--- src/rtl/opl2_led_activity.sv ---
// Per-channel key-on activity LEDs decoded from the OPL2 register-write bus.
// A keyed-on channel lights its LED solid. On key-off the LED fades out in
// BMAX PWM brightness steps, one step per prescaler tick.

package opl2_led_activity_pkg;
  typedef struct packed {
    logic       valid;
    logic [7:0] address;
    logic [7:0] data;
  } opl2_reg_wr_t;
endpackage

// state    | meaning
// ---------+---------------------------------------------------------
// ST_OFF   | channel idle, LED dark
// ST_ON    | channel keyed on, LED solid
// ST_DECAY | key released, LED PWM-dimmed at 'bright', one step per tick
module opl2_led_activity
  import opl2_led_activity_pkg::*;
#(
  parameter int NUM_CH     = 9,
  parameter int ADDR_BASE  = 'hB0,
  parameter int KON_BIT    = 5,
  parameter int DECAY_BITS = 4,
  parameter int TICK_DIV   = 65536
) (
  input  logic              clk,
  input  logic              reset_n,
  input  opl2_reg_wr_t      opl2_reg_wr,
  output logic [NUM_CH-1:0] led,
  output logic [NUM_CH-1:0] key_on
);

  localparam int PW = $clog2(TICK_DIV);
  localparam logic [DECAY_BITS-1:0] BMAX = '1;

  typedef enum logic [1:0] {ST_OFF, ST_ON, ST_DECAY} state_t;

  state_t                state_q  [NUM_CH];
  state_t                state_d  [NUM_CH];
  logic [DECAY_BITS-1:0] bright_q [NUM_CH];
  logic [DECAY_BITS-1:0] bright_d [NUM_CH];
  logic [PW-1:0]         presc_q;
  logic [DECAY_BITS-1:0] pwm_q;
  logic [NUM_CH-1:0]     hit;
  logic [NUM_CH-1:0]     led_d;
  logic                  tick;
  logic                  kon;
  logic                  unused_data;

  // Only the key-on bit of the data byte matters here.
  assign kon         = opl2_reg_wr.data[KON_BIT];
  assign unused_data = ^opl2_reg_wr.data;
  assign tick        = (presc_q == PW'(TICK_DIV - 1));

  // Address decode: at most one channel is hit per cycle.
  always_comb begin
    hit = '0;
    for (int i = 0; i < NUM_CH; i++) begin
      hit[i] = opl2_reg_wr.valid && (opl2_reg_wr.address == 8'(ADDR_BASE + i));
    end
  end

  // Per-channel next state, brightness and LED drive from the current state.
  always_comb begin
    for (int i = 0; i < NUM_CH; i++) begin
      state_d[i]  = state_q[i];
      bright_d[i] = bright_q[i];
      led_d[i]    = 1'b0;
      case (state_q[i])
        ST_OFF: begin
          if (hit[i] && kon) begin
            state_d[i]  = ST_ON;
            bright_d[i] = BMAX;
          end
        end
        ST_ON: begin
          led_d[i] = 1'b1;
          if (hit[i] && !kon) begin
            state_d[i]  = ST_DECAY;
            bright_d[i] = BMAX;
          end
        end
        ST_DECAY: begin
          led_d[i] = (pwm_q < bright_q[i]);
          // A hit on this channel masks the tick for that cycle.
          if (hit[i]) begin
            if (kon) begin
              state_d[i]  = ST_ON;
              bright_d[i] = BMAX;
            end
          end else if (tick) begin
            if (bright_q[i] > DECAY_BITS'(1)) begin
              bright_d[i] = bright_q[i] - DECAY_BITS'(1);
            end else begin
              bright_d[i] = '0;
              state_d[i]  = ST_OFF;
            end
          end
        end
        default: begin
          state_d[i]  = ST_OFF;
          bright_d[i] = '0;
        end
      endcase
    end
  end

  // State, prescaler, PWM counter and registered outputs.
  always_ff @(posedge clk or negedge reset_n) begin
    if (!reset_n) begin
      presc_q <= '0;
      pwm_q   <= '0;
      led     <= '0;
      key_on  <= '0;
      for (int i = 0; i < NUM_CH; i++) begin
        state_q[i]  <= ST_OFF;
        bright_q[i] <= '0;
      end
    end else begin
      presc_q <= tick ? '0 : presc_q + PW'(1);
      pwm_q   <= pwm_q + DECAY_BITS'(1);
      led     <= led_d;
      for (int i = 0; i < NUM_CH; i++) begin
        state_q[i]  <= state_d[i];
        bright_q[i] <= bright_d[i];
        if (hit[i]) begin
          key_on[i] <= kon;
        end
      end
    end
  end

endmodule

--- config.mk ---
export PLATFORM = sky130hd
export DESIGN_NAME = opl2_led_activity
export DESIGN_NICKNAME = d
export VERILOG_FILES = /design/src/rtl/opl2_led_activity.sv
export SDC_FILE = /design/constraint.sdc
export NUM_CORES = 1
export LEC_CHECK = 0
export CORE_UTILIZATION = 55
export CTS_BUF_LIST = sky130_fd_sc_hd__clkbuf_4 sky130_fd_sc_hd__clkbuf_8
export CTS_CLUSTER_DIAMETER = 120
export DETAILED_ROUTE_END_ITERATION = 7
export GPL_TIMING_DRIVEN = 0
export HOLD_SLACK_MARGIN = 0.03
export PLACE_DENSITY_LB_ADDON = 0.3
export SYNTH_ARGS = -nofsm -noshare
export SYNTH_HDL_FRONTEND = slang
export SYNTH_SLANG_ARGS = --single-unit
--- constraint.sdc ---
create_clock -name clk -period 4.1 [get_ports clk]
set_clock_uncertainty 0.15 [all_clocks]
set_input_delay 0.82 -clock clk [delete_from_list [all_inputs] [get_ports clk]]
set_output_delay 0.82 -clock clk [all_outputs]
set_load 0.03 [all_outputs]
==> impl_metrics.toml <==
[place]
post_dp_cell_area_mm2 = 0.00740
dp_hpwl_um = 10800
io_buffer_count = 29
place.gp.congestion = 0.909

[worst_setup_path]
worstPathRequired_ns = 4.23
crit_type = "in2reg"
critical_path_arrival_ns = 3.59
critPathMaxFanout = 9
start_kind = "primary input"
cp-end-kind = "register"

[hold_path]
worstHoldPathType = "in2async"

[yosys]
async_reset_ff_share_pct = 100
synth_top_area_share_pct = 33.5
synthCells = 714
synth_warnings = 0
synthDistinctLibCells = 54
synth-seq-area-share_pct = 33.5
ys_seq_elements = 92
yosysTopAreaCell = "dfrtp_1"
syn_nets = 834
synth_flop_cell = "dfrtp_1"
syn_area_mm2 = 0.00686
syn_avg_cell_area_um2 = 9.61
synth_area_leaders = "dfrtp_1 (34%), ha_1 (18%), mux2_2 (10%), inv_1 (3.8%), a21oi_1 (3.6%)"
synth_edf_count = 0

[global_routing]
grt_pass1_vias = 5496
grt_max_degree = 66
grt_first_pass_wirelength_um = 25600
grt-ovfl-total = 0
gr-usage-all-layers_pct = 25.2
antenna_found_initial = 0

[finish]
final_cell_area_mm2 = 0.00765
drive_above_1_share_pct = 12.6
final_cell_mix = "ha_1 (101), dfrtp_1 (92), inv_1 (70)"
syn_to_final_growth_pct = 11.4
nets = 876
n_antenna_cell = 0
final_common_cell = "ha_1"
multi_input_area_mm2 = 0.00425
regArea_mm2 = 0.00230
n_fill_cell = 989

[floorplan]
die_y_um = 114
io_pins = 37
die_w_um = 114
start_util_pct = 56.7
die_area_mm2 = 0.0129
coreArea_mm2 = 0.0121
floorplan.rows = 40

[detailed_routing]
ant_nets = 0
firstDrtPassIters = 5
drc = 0
vias_per_cell = 5.74
vias = 5335
totalWireLength_um = 14700
initialDrtViolationCount = 249
routedWlPerCell_um = 15.8

[cts]
path_clk_slew_ns = 0.10
cts_resized = 0
cts_tree = "built"
htree_num_levels = 3
post_cts_buffers = 0
cts.sinks = 92
numCtsBuffers = 9
hold_buffers = 0
ctsLongestPathBuffers = 2
clk_latency_ns = 0.39
cts_root_buf = "clkbuf_8"

[timing]
grt_setup_unrepaired = "no"
relSlewSlack_pct = 47.5
fin_crit_sh_pct = 84.4
slew_viol_final = 0
tightest_slew_ns = 0.782
hold_viol_final = 0
fin_crit_ns = 3.46
setup_violations = 0
timing.hold.ws_ns = 0.191
tns_ns = 0
fmax_mhz = 289

[status]
outcome = "completed"

[run]
cap_violations = 0

[power_and_ir_drop]
powerDensity_mw_per_mm2 = 642
p_leak_nw = 3.65
ir_drop_v = 0.000337
[power by group]
group          switching, W  internal, W
clock              0.000354     0.000410
sequential         0.000319      0.00120
combinational       0.00135      0.00127
total               0.00203      0.00289
[layer usage]
layer / vias up / wire [µm] / GRT usage [%]
met4: 0 / 308 / 12.5
met2: 95 / 7370 / 44.0
li1: 2619 / - / -
met1: 2598 / 6450 / 30.0
met3: 23 / 574 / 4.20
met5: - / 0 / 0
[final timing paths]
path                                 start      endpoint  slack (ns)  depth (start not counted)
min reg2reg                     presc_q[0]    presc_q[0]        0.34                          1
min in group clk                presc_q[0]    presc_q[0]        0.34                          1
min                                reset_n   presc_q[10]        0.19                          1
max                        opl2_reg_wr[16]  bright_q[27]        0.64                          7
max reg2reg                     presc_q[0]   state_q[17]        0.88                          8
max in group asynchronous          reset_n   bright_q[9]        2.95                          2
[synth_stat cells, types with 11 or more instances]
cell type	n
nand2_1	31
o21ai_0	29
ha_1	101
o31ai_1	11
nand3b_1	15
a21o_1	18
inv_1	70
o21a_1	11
nor2_1	40
nand2b_1	26
dfrtp_1	92
clkbuf_1	13
mux2_2	61
nor3_1	26
a21oi_1	50
[metrics by stage]
| step | setup WS (ns) | utilization, % | total power (W) | cells |
|---|---|---|---|---|
| global placement | -1.32 | 60.8 | 0.00399 | 911 |
| global route | 0.352 | 63.2 | 0.00535 | 929 |
| CTS | 0.655 | 63.2 | 0.00493 | 929 |
| detailed placement | 0.240 | 61.1 | 0.00414 | 913 |
| finish | 0.638 | 63.2 | 0.00491 | 929 |
| floorplan | 1.18 | - | 0.00354 | 714 |
[state kept, by name (all words and copies together) (netlist names)]
| name | cells |
|---|---|
| bright_q | 36 |
| key_on | 9 |
| led | 9 |
| presc_q | 16 |
| pwm_q | 4 |
| state_q | 18 |
[final cells by class]
class	count	share of cell area (%)
multi-input combinational	538	55.6
sequential	92	30.1
timing repair buffer	31	4.22
inverter	70	3.43
tap	168	2.75
clock buffer	9	1.62
clock inverter	7	1.60
buffer	14	0.687
[worst max-delay path: stages]
cell and delay [ns]:
clkdlybuf4s50_1 0.52, or3b_2 0.45, clkbuf_1 0.27, nor3_2 0.57, o21ai_0 0.16, a21oi_1 0.40
mux2_2 0.39
[cell families after synthesis]
| group | synth area share, % |
|---|---|
| AO/OA/AOI/OAI | 16.2 |
| XOR/XNOR | 1.91 |
| adder cells (fa/ha/maj) | 18.4 |
| buffers and inverters | 4.59 |
| flip-flops | 33.5 |
| multiplexers | 10.8 |
| AND/OR/NAND/NOR | 14.6 |
Power figures use the tool's default switching activity.
